### src/rtl/mem_pkg.sv
// Shared definitions for the burst memory controller.
// Contents:
//   ADDR_W_DFLT / DATA_W_DFLT / LEN_W_DFLT : default widths
//   RW_WRITE / RW_READ                     : request direction codes
//   state_t                                : controller FSM states
package mem_pkg;

  localparam int ADDR_W_DFLT = 16;
  localparam int DATA_W_DFLT = 32;
  localparam int LEN_W_DFLT  = 8;

  localparam logic RW_WRITE = 1'b0;
  localparam logic RW_READ  = 1'b1;

  typedef enum logic [1:0] {
    IDLE  = 2'd0,
    WRITE = 2'd1,
    READ  = 2'd2,
    DONE  = 2'd3
  } state_t;

endpackage

### src/rtl/burst_counter.sv
// Address / remaining-word counter for one burst.
// Ports:
//   clk, rst   : clock, asynchronous active-high reset
//   load       : capture load_addr / load_len (start of burst)
//   step       : advance one word (address +1, remaining -1)
//   addr       : current word address, wraps modulo 2^ADDR_W
//   remaining  : words still to be issued
//   zero       : remaining == 0
module burst_counter #(
  parameter int ADDR_W = 16,
  parameter int LEN_W  = 8
) (
  input  logic              clk,
  input  logic              rst,
  input  logic              load,
  input  logic              step,
  input  logic [ADDR_W-1:0] load_addr,
  input  logic [LEN_W-1:0]  load_len,
  output logic [ADDR_W-1:0] addr,
  output logic [LEN_W-1:0]  remaining,
  output logic              zero
);

  // Address overflow simply rolls over; there is no error flag.
  always_ff @(posedge clk or posedge rst) begin
    if (rst) begin
      addr      <= '0;
      remaining <= '0;
    end else if (load) begin
      addr      <= load_addr;
      remaining <= load_len;
    end else if (step) begin
      addr      <= addr + ADDR_W'(1);
      remaining <= remaining - LEN_W'(1);
    end
  end

  assign zero = (remaining == '0);

endmodule

### src/rtl/mem_burst_ctrl.sv
// Burst memory controller: turns one request (address, length, direction)
// into a sequence of single-word memory accesses.
// Ports:
//   clk, rst                     : clock, asynchronous active-high reset
//   req_valid/ready/rw/addr/len  : burst request handshake
//   wr_valid/ready/data          : write-word stream into the controller
//   rd_valid/ready/data          : read-word stream out of the controller
//   mem_enable/rw/addr/din/dout  : single-port memory (dout combinational)
//   busy                         : burst in progress
//   done                         : one-cycle completion pulse
module mem_burst_ctrl
  import mem_pkg::*;
#(
  parameter int ADDR_W = ADDR_W_DFLT,
  parameter int DATA_W = DATA_W_DFLT,
  parameter int LEN_W  = LEN_W_DFLT
) (
  input  logic              clk,
  input  logic              rst,
  input  logic              req_valid,
  output logic              req_ready,
  input  logic              req_rw,
  input  logic [ADDR_W-1:0] req_addr,
  input  logic [LEN_W-1:0]  req_len,
  input  logic              wr_valid,
  output logic              wr_ready,
  input  logic [DATA_W-1:0] wr_data,
  output logic              rd_valid,
  input  logic              rd_ready,
  output logic [DATA_W-1:0] rd_data,
  output logic              mem_enable,
  output logic              mem_rw,
  output logic [ADDR_W-1:0] mem_addr,
  output logic [DATA_W-1:0] mem_din,
  input  logic [DATA_W-1:0] mem_dout,
  output logic              busy,
  output logic              done
);

  state_t            state, state_nxt;
  logic [ADDR_W-1:0] cnt_addr;
  logic [LEN_W-1:0]  cnt_remaining;
  logic              cnt_zero;
  logic              accept, wr_hs, rd_hs, rd_issue;
  logic              wr_en_q;
  logic [ADDR_W-1:0] wr_addr_q;

  // req_ready is gated by rst so every output reads 0 during reset.
  assign req_ready = (state == IDLE) && !rst;
  assign wr_ready  = (state == WRITE) && !cnt_zero;
  assign busy      = (state != IDLE);
  assign done      = (state == DONE);

  assign accept = req_valid && req_ready;
  assign wr_hs  = wr_valid && wr_ready;
  assign rd_hs  = rd_valid && rd_ready;

  // A read is issued only when the output register is free this cycle,
  // so a stalled consumer never causes a word to be fetched twice.
  assign rd_issue = (state == READ) && !cnt_zero && (!rd_valid || rd_ready);

  burst_counter #(
    .ADDR_W (ADDR_W),
    .LEN_W  (LEN_W)
  ) u_cnt (
    .clk       (clk),
    .rst       (rst),
    .load      (accept),
    .step      (wr_hs || rd_issue),
    .load_addr (req_addr),
    .load_len  (req_len),
    .addr      (cnt_addr),
    .remaining (cnt_remaining),
    .zero      (cnt_zero)
  );

  // Writes go to memory one cycle after their handshake (registered);
  // reads are issued combinationally so mem_dout can be captured at the
  // end of the same cycle. When idle, mem_addr holds the last write address.
  assign mem_enable = wr_en_q || rd_issue;
  assign mem_rw     = rd_issue;
  assign mem_addr   = rd_issue ? cnt_addr : wr_addr_q;

  always_ff @(posedge clk or posedge rst) begin
    if (rst) begin
      state <= IDLE;
    end else begin
      state <= state_nxt;
    end
  end

  always_comb begin
    state_nxt = state;
    case (state)
      IDLE: begin
        if (accept) begin
          if (req_len == '0)          state_nxt = DONE;
          else if (req_rw == RW_READ) state_nxt = READ;
          else                        state_nxt = WRITE;
        end
      end
      // Remaining reaches zero in the memory cycle of the last word.
      WRITE:   if (cnt_zero) state_nxt = DONE;
      READ:    if (cnt_zero && rd_hs) state_nxt = DONE;
      DONE:    state_nxt = IDLE;
      default: state_nxt = IDLE;
    endcase
  end

  always_ff @(posedge clk or posedge rst) begin
    if (rst) begin
      wr_en_q   <= 1'b0;
      wr_addr_q <= '0;
      mem_din   <= '0;
      rd_valid  <= 1'b0;
      rd_data   <= '0;
    end else begin
      wr_en_q <= wr_hs;
      if (wr_hs) begin
        wr_addr_q <= cnt_addr;
        mem_din   <= wr_data;
      end
      if (rd_issue) begin
        rd_valid <= 1'b1;
        rd_data  <= mem_dout;
      end else if (rd_hs) begin
        rd_valid <= 1'b0;
      end
    end
  end

endmodule

### config.mk
export PLATFORM = sky130hd
export DESIGN_NAME = mem_burst_ctrl
export DESIGN_NICKNAME = d
export VERILOG_FILES = /design/src/rtl/mem_pkg.sv /design/src/rtl/burst_counter.sv /design/src/rtl/mem_burst_ctrl.sv
export SDC_FILE = /design/constraint.sdc
export NUM_CORES = 1
export LEC_CHECK = 0
export CORE_ASPECT_RATIO = 1.4
export CORE_MARGIN = 2
export CORE_UTILIZATION = 40
export CTS_BUF_LIST = sky130_fd_sc_hd__clkbuf_16
export DETAILED_ROUTE_END_ITERATION = 12
export GPL_ROUTABILITY_DRIVEN = 0
export PLACE_DENSITY_LB_ADDON = 0.08
export SLEW_MARGIN = 20
export SYNTH_ARGS = -nofsm -noshare
export SYNTH_HDL_FRONTEND = slang
export SYNTH_SLANG_ARGS = --single-unit
### constraint.sdc
create_clock -name clk -period 3.31 [get_ports clk]
set_input_delay 0.662 -clock clk [delete_from_list [all_inputs] [get_ports clk]]
set_output_delay 0.662 -clock clk [all_outputs]
set_load 0.01 [all_outputs]
==> After elaboration in Yosys (flattened, before gate mapping) <==
Cells that the tools add are included.
{ "totals": {"ff_bits": 108, "elab_cells": 50, "inputBits": 94, "output_inout_bits": 87} }
{ "op_classes": {"mux": 13, "n_reduce_logical": 21, "n_eq_ne": 6, "n_addsub": 2} }
{ "ops": {"columns": ["operator", "count"], "rows": [
  ["16-bit 2-to-1 mux", 3],
  ["16-bit by 1-bit adder with 16-bit output, second input constant", 1],
  ["8-bit logical NOT", 2],
  ["8-bit 2-to-1 mux", 2],
  ["2-bit 2-to-1 mux", 5],
  ["1-bit logical AND", 8],
  ["2-bit case mux with 4 select lines", 1],
  ["8-bit by 1-bit subtractor with 8-bit output, second input constant", 1],
  ["2-bit nonzero test", 3],
  ["2-bit equality test, second input constant", 2],
  ["2-bit inequality test, second input constant", 2],
  ["1-bit logical NOT", 3],
  ["1-bit logical OR", 3],
  ["3-bit AND reduction", 1],
  ["2-bit by 1-bit equality test with 1-bit output, second input constant", 1],
  ["2-bit logical NOT", 1],
  ["1-bit 2-to-1 mux", 2],
  ["2-bit by 1-bit inequality test with 1-bit output, second input constant", 1]
]} }

==> Depth between registers and ports, before layout <==
{ "logic_depth": {"word_depth": 7, "ltp_mapped": 9} }

==> Modules after synthesis <==
Synthesis repeated with hierarchy kept, for this count alone.
{ "hier_totals": {"hier_cells": 372, "hier_area_um2": 4952.2} }
{ "modules_own_cells": {"columns": ["module", "seq_area_each_um2", "cells_each", "instances", "area_each_um2"], "rows": [
  ["mem_burst_ctrl", 2102.0, 223, 1, 3550.9],
  ["burst_counter", 600.6, 149, 1, 1401.3]
]} }

==> Least setup slack after synthesis <==
OpenSTA, ideal clock, no wires.
{ "synth_timing": {"kind": "in2reg", "startpoint": "input rst", "endpoint": "register state[0]", "stages": 5, "setup_time_ns": 0.127, "t_required_ns": 3.183, "t_arrival_ns": 3.559, "slack_ns": -0.376, "path_cell_list": "inv_1 -> a21oi_1 -> a221o_1 -> nand2_1 -> o21ai_0"} }
{ "synth_between": {"elab_chain_cells": 5} }
{ "synth_lines": {"columns": ["item", "line", "rtl"], "rows": [
  ["from (decl)", "mem_burst_ctrl.sv:19", "input logic rst,"],
  ["1-bit logical NOT (no line)", null, null],
  ["1-bit logical AND", "mem_burst_ctrl.sv:49", "assign req_ready = (state == IDLE) && !rst;"],
  ["1-bit logical AND", "mem_burst_ctrl.sv:54", "assign accept = req_valid && req_ready;"],
  ["2-bit inequality test (no line)", null, null],
  ["3-bit AND reduction (no line)", null, null],
  ["to (signal assigned)", "mem_burst_ctrl.sv:88", "state <= state_nxt;"],
  ["to (decl)", "mem_burst_ctrl.sv:40", "state_t state, state_nxt;"]
]} }
Every way passes these cells.
A chain may end at the register's enable or synchronous reset.

==> Worst setup path after layout <==
{ "layout_timing": {"startpoint": "register u_cnt.remaining[0]", "endpoint": "output mem_addr[9]"} }
{ "layout_between": {"elab_chain_cells": 5} }
{ "layout_lines": {"columns": ["item", "line", "rtl"], "rows": [
  ["from (decl)", "burst_counter.sv:20", "output logic [LEN_W-1:0] remaining,"],
  ["from (signal assigned)", "burst_counter.sv:31", "remaining <= load_len;"],
  ["from (signal assigned)", "burst_counter.sv:34", "remaining <= remaining - LEN_W'(1);"],
  ["8-bit logical NOT", "burst_counter.sv:38", "assign zero = (remaining == '0);"],
  ["1-bit logical NOT", "mem_burst_ctrl.sv:60", "assign rd_issue = (state == READ) && !cnt_zero && (!rd_valid || rd_ready);"],
  ["1-bit logical AND (2 in series)", "mem_burst_ctrl.sv:60", null],
  ["16-bit 2-to-1 mux", "mem_burst_ctrl.sv:82", "assign mem_addr = rd_issue ? cnt_addr : wr_addr_q;"],
  ["to (decl)", "mem_burst_ctrl.sv:33", "output logic [ADDR_W-1:0] mem_addr,"]
]} }
Every way passes these cells.

==> flow_summary.ini <==
[synth]
synth_top_family_by_area = multiplexers
ys_ff_latch = 108
synth_ff_type = dfrtp_1
synth-xor-area-share_pct = 3.762
synth.distinct_cells = 34
syn-num-nets = 486
synth_top_cell_by_area = dfrtp_1
synth_common_cells = dfrtp_1, mux2_2, nor2_1
avgSynthCellArea_um2 = 12.73
synthAdderAreaFrac_pct = 2.048
synthTopCellsByArea = dfrtp_1, mux2_2, mux2_4
synth_compound_area_share_pct = 3.635
async_reset_ff_share_pct = 100.0
netlist_area_um2 = 4888
yosys.cell_count.top_type = dfrtp_1
synth.yosys.seq_area_share_pct = 55.29
synth_mux_area_share_pct = 23.45
synth_cells = 384
synth_warnings = 0
synth_top_area_share_pct = 55.29
synth_edf_count = 0
yosys.area_share.simple_pct = 9.112

[worst_setup_path]
cp_max_fo = 15
critPathKind = reg -> out
critPathMaxStageDelay_ns = 0.48
startpoint_type = flip-flop
crit_arrival_ns = 2.53
cp_slowest_cell = clkdlybuf4s50_1
crit_path_cell_trace = inv_1, ha_1, nor3b_4, nand2_2, nand3_4, buf_12, mux2_2, clkdlybuf4s50_1
endpoint_kind = output pin
cp.required_ns = 2.65

[drt]
first_iter_violations = 85
route.vias.total = 3620
routed_wl_mm = 12.18
detail_route.wl_per_cell_um = 16.97
avgViaCountPerCell = 5.042
drt_pre_antenna_iters = 4
ant_nets = 0
drc = 0

[sta]
min_period_ns = 3.195
finalMaxSlewViolations = 0
max_freq_mhz = 313.0
tightestPinTransition_ns = 0.6477
hold_viol_final = 0
finalSetupViolCount = 0
clock-skew-final_ns = 0.006292
totalNegativeSetupSlack_ns = 0
timing.final.crit_share_pct = 96.52
whs_ns = 0.5039
slew_headroom_pct = 56.82

[finish]
nFillCells = 991
nets = 668
drive_above_1_share_pct = 22.42
layout.cells.non_filler = 718
antennaDiodeCount = 0
area_delta_synth_final_pct = 48.55

[status]
status = finished, final reports clean

[die]
num_rows = 47
num_io_pins = 181
die-area_um2 = 13130
start_util_pct = 41.15
die_h_um = 134.8
die_w_um = 97.43
core-area_um2 = 11880

[global_route]
antenna_found_initial = 0
grt_usage_pct = 19.18
grt_max_degree = 109
grt_first_pass_wirelength_mm = 20.09
grt_pass1_vias = 3833
gr-total-overflow = 0

[cts]
numCtsBuffers = 9
clk_latency_ns = 0.34
clkSinkCount = 108
cts_root_buf = clkbuf_16
cts_tree = yes
clockBufferDepth = 2
h-tree-depth = 3
cts.reportedPaths.clkPinSlew_ns = 0.07
hold_buffers = 0

[power_and_ir_drop]
vdd_drop_max_mv = 0.5306
p_per_area_nw_per_um2 = 984.6
p_total_mw = 7.150
leakage_nw = 2.966

[placement]
hpwlAfterDp_mm = 8.954
placed_cells = 699
port_buffers = 180

[run]
cap_violations = 0

[worst_hold_path]
hold_path.class = reg -> reg
-- cell type report --
cell class	count	area, um2	area share, %
Clock buffer	9	225.2	3.101
Clock inverter	7	83.83	1.154
Inverter	7	30.03	0.4135
Multi-Input combinational cell	248	2081	28.65
Sequential cell	108	2703	37.22
Tap cell	147	183.9	2.533
Timing Repair Buffer	192	1956	26.93
-- critical path, delay by kind of cell (launching register included) --
family | cells | cell delay, ns
multiplexers | 1 | 0.35
AND/OR/NAND/NOR | 3 | 0.52
buffers and inverters | 3 | 0.74
adder cells (fa/ha/maj) | 1 | 0.17
flip-flops | 1 | 0.42
-- worst paths after layout --
path                                                     start  cells past startpoint                        endpoint  slack [ns]
min in group asynchronous                                  rst                      3  u_cnt.remaining[7]$_DFFE_PP0P_        0.85
worst min-delay path                    rd_data[5]$_DFFE_PP0P_                      1          rd_data[5]$_DFFE_PP0P_        0.50
max in group asynchronous                                  rst                      3         rd_data[23]$_DFFE_PP0P_        1.96
worst max register to register  u_cnt.remaining[0]$_DFFE_PP0P_                      8         mem_din[18]$_DFFE_PP0P_        0.90
worst min register to register          rd_data[5]$_DFFE_PP0P_                      1          rd_data[5]$_DFFE_PP0P_        0.50
worst max-delay path            u_cnt.remaining[0]$_DFFE_PP0P_                      8                     mem_addr[9]        0.12
-- layer usage --
metal,routed length (um),vias up,GRT usage (%)
met5,0,-,0
met4,146,0,5.478
met3,640,11,4.503
met2,6585,119,34.48
met1,4811,1775,22.97
li1,-,1715,-
-- stage by stage --
stage / setup slack, ns / cell area [um2] / utilization [%]
global route: -0.04987 / 7262 / 61.13
detailed placement: 0.1377 / 6883 / 57.94
finish: 0.1151 / 7262 / 61.13
floorplan: 0.4051 / 4892 / -
global placement: 0.1749 / 6883 / 57.94
CTS: 0.03949 / 7197 / 60.59
-- cells in the final DEF, fill, tap and decap left out, types with 2 or more instances in the layout --
master	netlist	routed
o21ai_0	3	3
a21oi_1	26	26
nor4_1	11	11
clkdlybuf4s50_1	0	178
nand4b_1	2	2
nor4b_1	2	2
buf_4	0	7
inv_1	7	9
xnor2_1	15	15
mux2_4	9	9
nor2_1	28	28
and2_1	3	3
bufinv_16	0	2
xor2_1	6	6
mux2_2	88	88
dlymetal6s2s_1	0	2
and4_1	2	2
nand4_1	5	5
nand2b_1	2	2
mux2i_1	2	2
buf_12	0	3
nand3_1	9	8
clkbuf_16	0	10
ha_1	8	8
nand2_1	14	13
nor3_1	4	4
dfrtp_1	108	108
-- cells by family after synthesis --
family	Yosys count
mux	99
xor+xnor	21
flops	108
buf+inv	28
simple gates	87
fa+ha+maj	8
compound gates	33
-- sequential cells by signal, indices dropped and copies added (netlist names) --
name	count
mem_din	32
rd_data	32
u_cnt.addr	16
wr_addr_q	16
u_cnt.remaining	8
state	2
rd_valid	1
wr_en_q	1
-- report_power, final --
group	leakage [nW]	total, mW	internal [mW]	switching [mW]
Combinational	1.55	3.53	2.18	1.35
Sequential	1.26	2.51	2.00	0.506
Clock	0.161	1.11	0.656	0.457
-- repair_timing --
action	4_1_cts	5_1_grt
resized for setup	1	6
gates cloned	0	1
setup buffers	0	2
setup endpoints to repair	16	16
pin swaps	0	1
Note: power is estimated with default switching activity, not from simulation.
